**config.mk**
```make
export PLATFORM = sky130hd
export DESIGN_NAME = cpu4bit_ctrl_fsm
export DESIGN_NICKNAME = d
export VERILOG_FILES = /design/src/rtl/cpu4bit_ctrl_fsm.sv
export SDC_FILE = /design/constraint.sdc
export NUM_CORES = 1
export LEC_CHECK = 0
export ABC_AREA = 1
export CORE_UTILIZATION = 44
export CTS_CLUSTER_DIAMETER = 120
export CTS_CLUSTER_SIZE = 14
export DETAILED_ROUTE_END_ITERATION = 7
export PLACE_DENSITY = 0.83
export SLEW_MARGIN = 5
export SYNTH_ARGS = -nofsm -noshare
export SYNTH_HDL_FRONTEND = slang
export SYNTH_SLANG_ARGS = --single-unit
```
**constraint.sdc**
```tcl
create_clock -name clock -period 1.8 [get_ports clock]
set_input_delay 0.36 -clock clock [delete_from_list [all_inputs] [get_ports clock]]
set_output_delay 0.36 -clock clock [all_outputs]
set_load 0.03 [all_outputs]
```
**src/rtl/cpu4bit_ctrl_fsm.sv**
```systemverilog
// rtl/cpu4bit_ctrl_fsm.sv - multi-cycle control FSM for a 4-bit CPU datapath
//
// Purpose:
//   Sequences each instruction through FETCH / DECODE / EXEC / MEM / WB and
//   drives the datapath control strobes for every state. Opcodes 9-E are
//   treated as NOPs and flagged as illegal. Opcode F parks the FSM in HALT
//   until reset.
//
// Ports:
//   clock        in   rising-edge clock
//   reset        in   synchronous active-high reset
//   run          in   level enable; leave IDLE / keep fetching
//   instr[7:0]   in   instruction word, opcode = instr[7:4]
//   zero         in   ALU zero flag, consumed in EXEC (CBZ)
//   memReady     in   data-memory done, only used with CTRL_MEM_WAIT_EN
//   irWrite      out  latch IR (FETCH)
//   pcWrite      out  update PC
//   pcSrc        out  PC source, 0 = PC+1, 1 = branch target
//   Reg2Loc      out  register-address mux, 0 = Ry, 1 = Rz
//   RegWrite, MemRead, MemWrite, MemtoReg, ALUSrc   out  datapath controls
//   ALUOp[1:0]   out  00 add, 01 sub, 10 and, 11 or
//   halted       out  FSM is in HALT
//   illegal      out  one-cycle pulse in EXEC for opcodes 9-E
//   state[2:0]   out  current state encoding
//   instrCount   out  decoded-instruction counter, wraps 255 -> 0
//
// Configuration:
//   CTRL_MEM_WAIT_EN  when defined, MEM holds until memReady = 1; otherwise
//                     MEM lasts exactly one cycle and memReady is ignored.

module cpu4bit_ctrl_fsm (
  input  logic       clock,
  input  logic       reset,
  input  logic       run,
  input  logic [7:0] instr,
  input  logic       zero,
  input  logic       memReady,
  output logic       irWrite,
  output logic       pcWrite,
  output logic       pcSrc,
  output logic       Reg2Loc,
  output logic       RegWrite,
  output logic       MemRead,
  output logic       MemWrite,
  output logic       MemtoReg,
  output logic       ALUSrc,
  output logic [1:0] ALUOp,
  output logic       halted,
  output logic       illegal,
  output logic [2:0] state,
  output logic [7:0] instrCount
);

  localparam logic [2:0] S_IDLE   = 3'd0;
  localparam logic [2:0] S_FETCH  = 3'd1;
  localparam logic [2:0] S_DECODE = 3'd2;
  localparam logic [2:0] S_EXEC   = 3'd3;
  localparam logic [2:0] S_MEM    = 3'd4;
  localparam logic [2:0] S_WB     = 3'd5;
  localparam logic [2:0] S_HALT   = 3'd6;

  localparam logic [3:0] OP_NOP = 4'h0;
  localparam logic [3:0] OP_ADD = 4'h1;
  localparam logic [3:0] OP_SUB = 4'h2;
  localparam logic [3:0] OP_AND = 4'h3;
  localparam logic [3:0] OP_OR  = 4'h4;
  localparam logic [3:0] OP_LD  = 4'h5;
  localparam logic [3:0] OP_ST  = 4'h6;
  localparam logic [3:0] OP_CBZ = 4'h7;
  localparam logic [3:0] OP_B   = 4'h8;
  localparam logic [3:0] OP_HLT = 4'hF;

  logic [2:0] cur_state;
  logic [2:0] nxt_state;
  logic [3:0] op_q;
  logic [7:0] count_q;
  logic       done_state;

  // Register fields are decoded by the datapath, not here.
  logic unused_inputs;
`ifdef CTRL_MEM_WAIT_EN
  assign unused_inputs = ^instr[3:0];
`else
  assign unused_inputs = ^{instr[3:0], memReady};
`endif

  assign state      = cur_state;
  assign instrCount = count_q;

  // End-of-instruction destination: keep fetching only while run is high.
  assign done_state = run ? S_FETCH : S_IDLE;

  // State register, opcode shadow and instruction counter.
  // The opcode is captured on the same edge that loads IR, so it is already
  // stable throughout DECODE and EXEC and outputs never look at live instr.
  always_ff @(posedge clock) begin
    if (reset) begin
      cur_state <= S_IDLE;
      op_q      <= 4'h0;
      count_q   <= 8'h00;
    end else begin
      cur_state <= nxt_state;
      if (cur_state == S_FETCH) begin
        op_q <= instr[7:4];
      end
      if (cur_state == S_DECODE) begin
        count_q <= count_q + 8'd1;
      end
    end
  end

  // Next-state logic.
  always_comb begin
    nxt_state = S_IDLE;
    case (cur_state)
      S_IDLE:   nxt_state = run ? S_FETCH : S_IDLE;
      S_FETCH:  nxt_state = S_DECODE;
      S_DECODE: nxt_state = S_EXEC;
      S_EXEC: begin
        case (op_q)
          OP_ADD, OP_SUB, OP_AND, OP_OR: nxt_state = S_WB;
          OP_LD, OP_ST:                  nxt_state = S_MEM;
          OP_HLT:                        nxt_state = S_HALT;
          default:                       nxt_state = done_state;
        endcase
      end
      S_MEM: begin
`ifdef CTRL_MEM_WAIT_EN
        if (!memReady) begin
          nxt_state = S_MEM;
        end else
`endif
        if (op_q == OP_LD) begin
          nxt_state = S_WB;
        end else begin
          nxt_state = done_state;
        end
      end
      S_WB:     nxt_state = done_state;
      S_HALT:   nxt_state = S_HALT;
      default:  nxt_state = S_IDLE;
    endcase
  end

  // Output logic. Everything is a function of state and the latched opcode,
  // except pcWrite for CBZ, which also follows the zero flag in EXEC.
  always_comb begin
    irWrite  = 1'b0;
    pcWrite  = 1'b0;
    pcSrc    = 1'b0;
    Reg2Loc  = 1'b0;
    RegWrite = 1'b0;
    MemRead  = 1'b0;
    MemWrite = 1'b0;
    MemtoReg = 1'b0;
    ALUSrc   = 1'b0;
    ALUOp    = 2'b00;
    halted   = 1'b0;
    illegal  = 1'b0;
    case (cur_state)
      S_FETCH: begin
        irWrite = 1'b1;
        pcWrite = 1'b1;
      end
      S_DECODE: begin
        Reg2Loc = (op_q == OP_ST) || (op_q == OP_CBZ);
      end
      S_EXEC: begin
        Reg2Loc = (op_q == OP_ST) || (op_q == OP_CBZ);
        case (op_q)
          OP_ADD: ALUOp = 2'b00;
          OP_SUB: ALUOp = 2'b01;
          OP_AND: ALUOp = 2'b10;
          OP_OR:  ALUOp = 2'b11;
          OP_LD: begin
            ALUSrc = 1'b1;
            ALUOp  = 2'b00;
          end
          OP_ST:  ALUSrc = 1'b1;
          OP_CBZ: begin
            // pcSrc may sit at 1 while pcWrite is low; the PC ignores it.
            ALUOp   = 2'b01;
            pcSrc   = 1'b1;
            pcWrite = zero;
          end
          OP_B: begin
            pcSrc   = 1'b1;
            pcWrite = 1'b1;
          end
          OP_NOP, OP_HLT: begin
          end
          default: illegal = 1'b1;
        endcase
      end
      S_MEM: begin
        MemRead  = (op_q == OP_LD);
        MemWrite = (op_q == OP_ST);
      end
      S_WB: begin
        RegWrite = 1'b1;
        MemtoReg = (op_q == OP_LD);
      end
      S_HALT: begin
        halted = 1'b1;
      end
      default: begin
      end
    endcase
  end

endmodule

```
==> results.md, run 1 <==
* Status: finished clean
* I/O pins at 37
* Worst Skew at 0.00953 ns
* Nets@finish at 188
* CTS Sinks at 15
* Layout cell share with drive strength beyond 1 at 0.312
* Initial antenna violation count at 0
* Sequential share of power at 0.462
* Switching power at 0.000301 W
* CP delay by family, top: buffers and inverters
* Post-synthesis register bit count at 15
* Levels on crit path at 1
* Worst slew margin at 0.787
* MaxCap Viol Count at 0
* Max Fclk at 0.575 GHz
* Final HPWL DP at 1.65 mm
* IO buf count at 31
* H-tree level count at 1
* Die Ht at 45.7 um
* Leading area contributor after synthesis: dfxtp_1
* Reg2Reg Setup Slack at around 0.43 ns
* N_diodes at 0
* Fill count at 142
* Largest net degree at the start of global routing at 11
* Distinct cells, synth at 21
* Mapped cell area at 841 um2
* Crit Reg-Reg Endpoint: instrCount[7]$_SDFFE_PP0P_
* Die area at 0.00209 mm2
* CTS root buffer: clkbuf_4
* Synth Instances at 130
* Critical Path End Type: primary output
* Synth warn at 0
* Pre-antenna DRT Iters at 5
* Slowest stage cell, crit path: clkdlybuf4s50_1
* Congestion Overflow GR at 0
* CP arrival at around 1.4 ns
* Largest fanout on the critical path at 5
* CTS max path bufs at 2
* FF+latch area at 308 um2
* Crit-path cells: clkdlybuf4s50_1
* # setup viols final at 0
* Post-DP Area at 0.00121 mm2
* Worst slew pin tran at 0.319 ns
* Area contributors post-synth: dfxtp_1 (36%), inv_1 (10%), nand2_1 (9.4%)
* Area of the multi-input gates at 512 um2
* Reg2reg path depth at 10
* Num CTS Buffers at 3
* Yosys top cell area share at 0.357
* Total global-route track usage at 0.223
* Layout area overhead at 56.3%
* Final Critical Period at 1.74 ns
* Clock network power share at 0.218
* Post-route ant nets at 0
* DIE WIDTH at ~46 um
* Crit path kind: register to primary output
* Sequential fraction of the synthesis area at 0.357
* Pleak at roughly 0.55 nW
* # rows at 15
* VDD IR max at between 0.0004 and 0.0005 V
* Core footprint at 0.00176 mm2
* Clk Latency, worst-skew pair at 0.28 ns
* Req. time, crit path at 1.44 ns
* Hold violation count in the final report at 0
* Cell area after layout at 0.00131 mm2
* Pins Over Slew Limit at 0
* Routability cong. at 0.856
* Vias per cell at 4.95
* Internal Power at 0.000541 W
* Worst path buffer plus inverter count at 1
* Drt wl/cell at 10.9 um
* Min-delay worst type: register to register
* CP peak stage delay at 0.70 ns
* Total wire length after detailed routing at 2.16 mm
* Period utilization at 0.966
* CP startpoint kind: register
* Syn_area_per_cell at around 6.5 um2
* Commonest non-fill, non-tap cell in the layout: nand2_1
* Initial Util at 0.477
* FF-to-FF Start: state[0]$_SDFF_PP0_
* Switching share of total power at 0.357
* Vias in the first global route at 826
* Most frequent cells in the layout: nand2_1 (20), inv_1 (19), clkdlybuf4s50_1 (17), buf_4 (17), nor2_1 (13)
* Starting DRC count in detailed routing at 28
* Cell area power density at between 600 and 700 mW/mm2
* Mapped Nets at 144
* First-pass GRT wire length at 3.39 mm
* Cts hold-fix bufs at 0
* RSZ-0062 raised after global routing: yes
* Combinational Power Share at 0.321
* # DRC at 0
* Clock slew at reported path FFs at ~0.09 ns
* CTS tree: done
* Worst Setup EP: instrCount[6]
* Tot Pwr at 0.000842 W
* Crit path launch: instrCount[6]$_SDFFE_PP0P_
* DR vias at 981
## cells in the mapped netlist
library cell and number:
nor2_1 19, nor3b_1 1, nand2_1 21, nor3_1 4, nand3_2 2, o31ai_1 1, inv_1 23, inv_2 1
nor2_2 3, and3_1 1, nor4_1 2, nand2_2 1, dfxtp_1 15, a31oi_1 2, nand4_1 2, ha_1 1
o21bai_1 1, o21ai_0 8, nand3_1 8, a21oi_1 13, nor2_4 1
## metal layers
layer / up-vias / wire (um) / track usage
met5: - / 0 / 0
met4: 0 / 10 / 0.0706
met3: 2 / 147 / 0.0476
met2: 39 / 1060 / 0.374
met1: 426 / 938 / 0.283
li1: 514 / - / -
## state kept, by name, indices dropped and copies added, names as in the netlist
name / cells
instrCount: 8
op_q: 4
state: 3
## metrics by stage
stage / cells / worst slack, ns / util / setup TNS (ns) / hold WS (ns)
detailed placement: 191 / 0.0970 / 0.688 / 0 / 0.500
finish: 198 / 0.0607 / 0.745 / 0 / 0.520
floorplan: 130 / -0.295 / - / -0.567 / 0.429
global route: 198 / -0.0145 / 0.745 / -0.0228 / 0.546
global placement: 191 / 0.150 / 0.688 / 0 / 0.496
CTS: 197 / 0.00780 / 0.721 / 0 / 0.514
## worst register-to-register path, stage by stage (launching register included)
cell     delay (ns)
dfxtp_1        0.33
inv_2          0.12
nand2_2        0.07
buf_4          0.15
nor2_4         0.15
nand3_2        0.12
nor2_2         0.14
nand2_1        0.06
nand2_1        0.05
nand2_1        0.04
nor2_1         0.08
## power by group through the flow
stage / clock (W) / sequential, W / combinational [W]
3_3_place_gp: 0 / 0.000387 / 0.000239
2_1_floorplan: 0 / 0.000406 / 0.000135
5_1_grt: 0.000208 / 0.000393 / 0.000298
6_report: 0.000183 / 0.000389 / 0.000270
4_1_cts: 0.000187 / 0.000382 / 0.000251
3_5_place_dp: 0 / 0.000389 / 0.000247
## layout make-up
cell class                 count  share of cell area
clock buffer                   3              0.0171
sequential                    15               0.234
inverter                      24              0.0705
tap                           25              0.0238
multi-input combinational     91               0.390
timing repair buffer          39               0.261
clock inverter                 1             0.00381
## logic make-up after synthesis
group,count (synthesis),share of synthesized area
adder cells (fa/ha/maj),1,0.0149
AND/OR/NAND/NOR,65,0.363
flip-flops,15,0.357
buffers and inverters,24,0.107
AO/OA/AOI/OAI,25,0.158
## how the worst min path moves through the flow
stage	from	endpoint	slack, ns	cells past startpoint
2_1_floorplan	reset	state[0]$_SDFF_PP0_	0.43	1
3_3_place_gp	instrCount[0]$_SDFFE_PP0P_	instrCount[0]$_SDFFE_PP0P_	0.50	2
3_5_place_dp	instrCount[0]$_SDFFE_PP0P_	instrCount[0]$_SDFFE_PP0P_	0.50	2
4_1_cts	instrCount[0]$_SDFFE_PP0P_	instrCount[0]$_SDFFE_PP0P_	0.51	2
5_1_grt	instrCount[0]$_SDFFE_PP0P_	instrCount[0]$_SDFFE_PP0P_	0.55	2
6_report	instrCount[0]$_SDFFE_PP0P_	instrCount[0]$_SDFFE_PP0P_	0.52	2
## repair_timing
action	CTS	global route
gates resized for setup	12	18
pin swaps	1	3
buffers inserted	2	1
endpoints found under the setup margin	10	11
Note: power is estimated with default switching activity, not from simulation.
==> run 2: changes to the inputs <==
--- a/config.mk
+++ b/config.mk
@@ -6,9 +6,10 @@
 export NUM_CORES = 1
 export LEC_CHECK = 0
 export ABC_AREA = 1
+export CAP_MARGIN = 40
 export CORE_UTILIZATION = 44
 export CTS_CLUSTER_DIAMETER = 120
-export CTS_CLUSTER_SIZE = 14
+export CTS_CLUSTER_SIZE = 30
 export DETAILED_ROUTE_END_ITERATION = 7
 export PLACE_DENSITY = 0.83
 export SLEW_MARGIN = 5
==> results of run 2 <==
Final layout, timing and power as in run 1 (identical DEF).
==> run 3: changes to the inputs <==
--- a/config.mk
+++ b/config.mk
@@ -12,6 +12,7 @@
 export CTS_CLUSTER_SIZE = 30
 export DETAILED_ROUTE_END_ITERATION = 7
 export PLACE_DENSITY = 0.83
+export SETUP_SLACK_MARGIN = 0.15
 export SLEW_MARGIN = 5
 export SYNTH_ARGS = -nofsm -noshare
 export SYNTH_HDL_FRONTEND = slang
==> run 3 against run 2 <==
Compared with the run above:
- first-iteration DRC count increased by 110%
- critical path depth increased by 7
- utilization increased by 9.8 points
- maximum frequency decreased by 0.17%
- clock power about the same
- sequential share of layout area decreased by 1.8 points
- total power increased by 13%
- via count increased by 17%
- worst hold slack improved by 0.0018 ns
- flip-flop and latch count unchanged
- critical path type unchanged
- critical endpoint is now ALUOp[0]
- highest routed layer unchanged
==> results.md, run 3 (synthesis gave the netlist of run 1 again) <==
* Final HPWL DP at 1.66 mm (+0.61%)
* Cell area power density at 638 mW/mm2 (-0.42%)
* First-pass GRT wire length at 4.56 mm (+35%)
* CTS Sinks at 15 (unchanged)
* Placed Instances at 189 (-1.0%)
* CTS max path bufs at 2 (unchanged)
* Pre-antenna DRT Iters at 4 (-1)
* RSZ-0062 raised after global routing: yes
* Status: finished clean
* Place WS at 0.0637 ns (-0.0333 ns)
* Total wire length after detailed routing at 3.14 mm (+45%)
* Clock slew at reported path FFs at 0.09 ns (about the same)
* Non-filler cells, final at 208 (+5.1%)
* Num CTS Buffers at 3 (unchanged)
* Pins Over Slew Limit at 0 (unchanged)
* Worst slew margin at 0.790 (+0.00296)
* Final WS setup at 0.0577 ns (-0.00301 ns)
* Drt wl/cell at 15.1 um (+38%)
* H-tree level count at 1 (unchanged)
* Post-route ant nets at 0 (unchanged)
* Clk Latency, worst-skew pair at 0.28 ns (about the same)
* Die area at 0.00209 mm2 (unchanged)
* Cts hold-fix bufs at 0 (unchanged)
* Largest register FFs at 8 (unchanged)
* # rows at 15 (unchanged)
* Crit-path cells: inv_4, nor2_4, inv_2, nor2_4, buf_6, o31ai_2, inv_1, buf_6
* Layout area overhead at 76.8%
* Layout cell share with drive strength beyond 1 at 0.404 (+0.0922)
* Worst Skew at 0.00912 ns (-0.000413 ns)
* IO buf count at 31 (unchanged)
* Worst slew pin tran at 0.316 ns (-0.00219 ns)
* DIE WIDTH at 45.7 um (unchanged)
* CP arrival at 1.38 ns (about the same)
* Worst path buffer plus inverter count at 5 (+4)
* Congestion Overflow GR at 0 (unchanged)
* Tot Pwr at 0.000949 W (+13%)
* Slowest stage cell, crit path: dfxtp_2
* # setup viols final at 0 (unchanged)
* Period utilization at 0.968 (+0.00167)
* Largest fanout on the critical path at 4 (-1)
* Hold violation count in the final report at 0 (unchanged)
* N_diodes at 0 (unchanged)
* CTS tree: done
* Core footprint at 0.00176 mm2 (unchanged)
* Nets@finish at 198 (+5.3%)
* # DRC at 0 (unchanged)
* CP startpoint kind: register
* CP peak stage delay at 0.37 ns (-0.33 ns)
* Crit path kind: register to primary output
* MaxCap Viol Count at 0 (unchanged)
* Req. time, crit path at 1.44 ns (about the same)
* Initial antenna violation count at 0 (unchanged)
* Routability cong. at 0.860 (+0.51%)
* Starting DRC count in detailed routing at 60 (+110%)
* Critical Path End Type: primary output
* Largest net degree at the start of global routing at 11 (unchanged)
* VDD IR max at 0.000615 V (+24%)
* Final Critical Period at 1.74 ns (+0.00301 ns)
* Min-delay worst type: register to register
* Most frequent cells in the layout: nand2_1 (20), buf_4 (20), inv_1 (17)
* Die Ht at 45.7 um (unchanged)
* Total global-route track usage at 0.310 (+0.0870)
* CP delay by family, top: buffers and inverters
* CTS root buffer: clkbuf_4
* Vias in the first global route at 1,039 (+26%)
* DR vias at 1,148 (+17%)
* Max Fclk at 0.574 GHz (-0.17%)
* Initial Util at 0.477 (unchanged)
* Pleak at 0.658 nW (+19%)
* Vias per cell at 5.52 (+11%)
* I/O pins at 37 (unchanged)
run 3: cell count changes in the layout (fill, tap and decap cells not counted), moves of 2 or more:
cell | before | now
clkdlybuf4s50_1 | 17 | 7
dlygate4sd2_1 | 2 | 11
buf_6 | 2 | 9
dfxtp_4 | 0 | 5
dfxtp_2 | 6 | 2
nor2_4 | 4 | 8
buf_4 | 17 | 20
nor2_2 | 6 | 3
buf_2 | 0 | 2
inv_1 | 19 | 17
inv_4 | 1 | 3
nor4_1 | 2 | 0
run 3: where the power goes:
part,switching [W],internal (W)
Sequential,0.0000426,0.000357
Clock,0.000104,0.0000823
Combinational,0.000218,0.000145
Total,0.000364,0.000584
run 3: final timing paths:
check	startpoint	end	slack (ns)	cells after the start
hold reg to reg	instrCount[0]$_SDFFE_PP0P_	instrCount[0]$_SDFFE_PP0P_	0.52	2
hold / removal	instrCount[0]$_SDFFE_PP0P_	instrCount[0]$_SDFFE_PP0P_	0.52	2
setup / recovery	state[0]$_SDFF_PP0_	ALUOp[0]	0.06	8
setup reg to reg	state[1]$_SDFF_PP0_	instrCount[7]$_SDFFE_PP0P_	0.43	8
run 3: layer usage:
metal,routed length (um),part of all wire,global-route usage
met1,1270,0.41,0.366
met2,1510,0.48,0.517
met3,256,0.082,0.0595
met4,91,0.029,0.182
met5,0,0,0
run 3: worst register-to-register path, delay by kind of cell, from the launching register on:
family | cells | cell delay (ns)
AND/OR/NAND/NOR | 8 | 0.89
flip-flops | 1 | 0.43
run 3: cell type report:
class,instances,area (um2)
multi-input cells,91,576
repair buffers,49,428
flip-flops and latches,15,322
fillers,105,278
inverters,24,103
well taps,25,31.3
clock buffers,3,22.5
clock inverters,1,5.00
run 3: through the flow:
stage / hold WS, ns / instance area (um2) / setup TNS [ns] / utilization
final: 0.521 / 1490 / 0 / 0.843
after global routing: 0.570 / 1490 / -0.0304 / 0.843
after CTS: 0.525 / 1450 / 0 / 0.821
after detailed placement: 0.514 / 1230 / 0 / 0.696
after global placement: 0.503 / 1230 / 0 / 0.696
after floorplan: 0.422 / 892 / 0 / -
run 3: what timing repair did:
item                                    in CTS  in global routing
gates resized for setup                     59                  9
cloned                                       0                  0
buffers inserted                            11                  4
endpoints found under the setup margin      23                 12
pin swaps                                   10                  8
endpoints found under the hold margin        0                  0
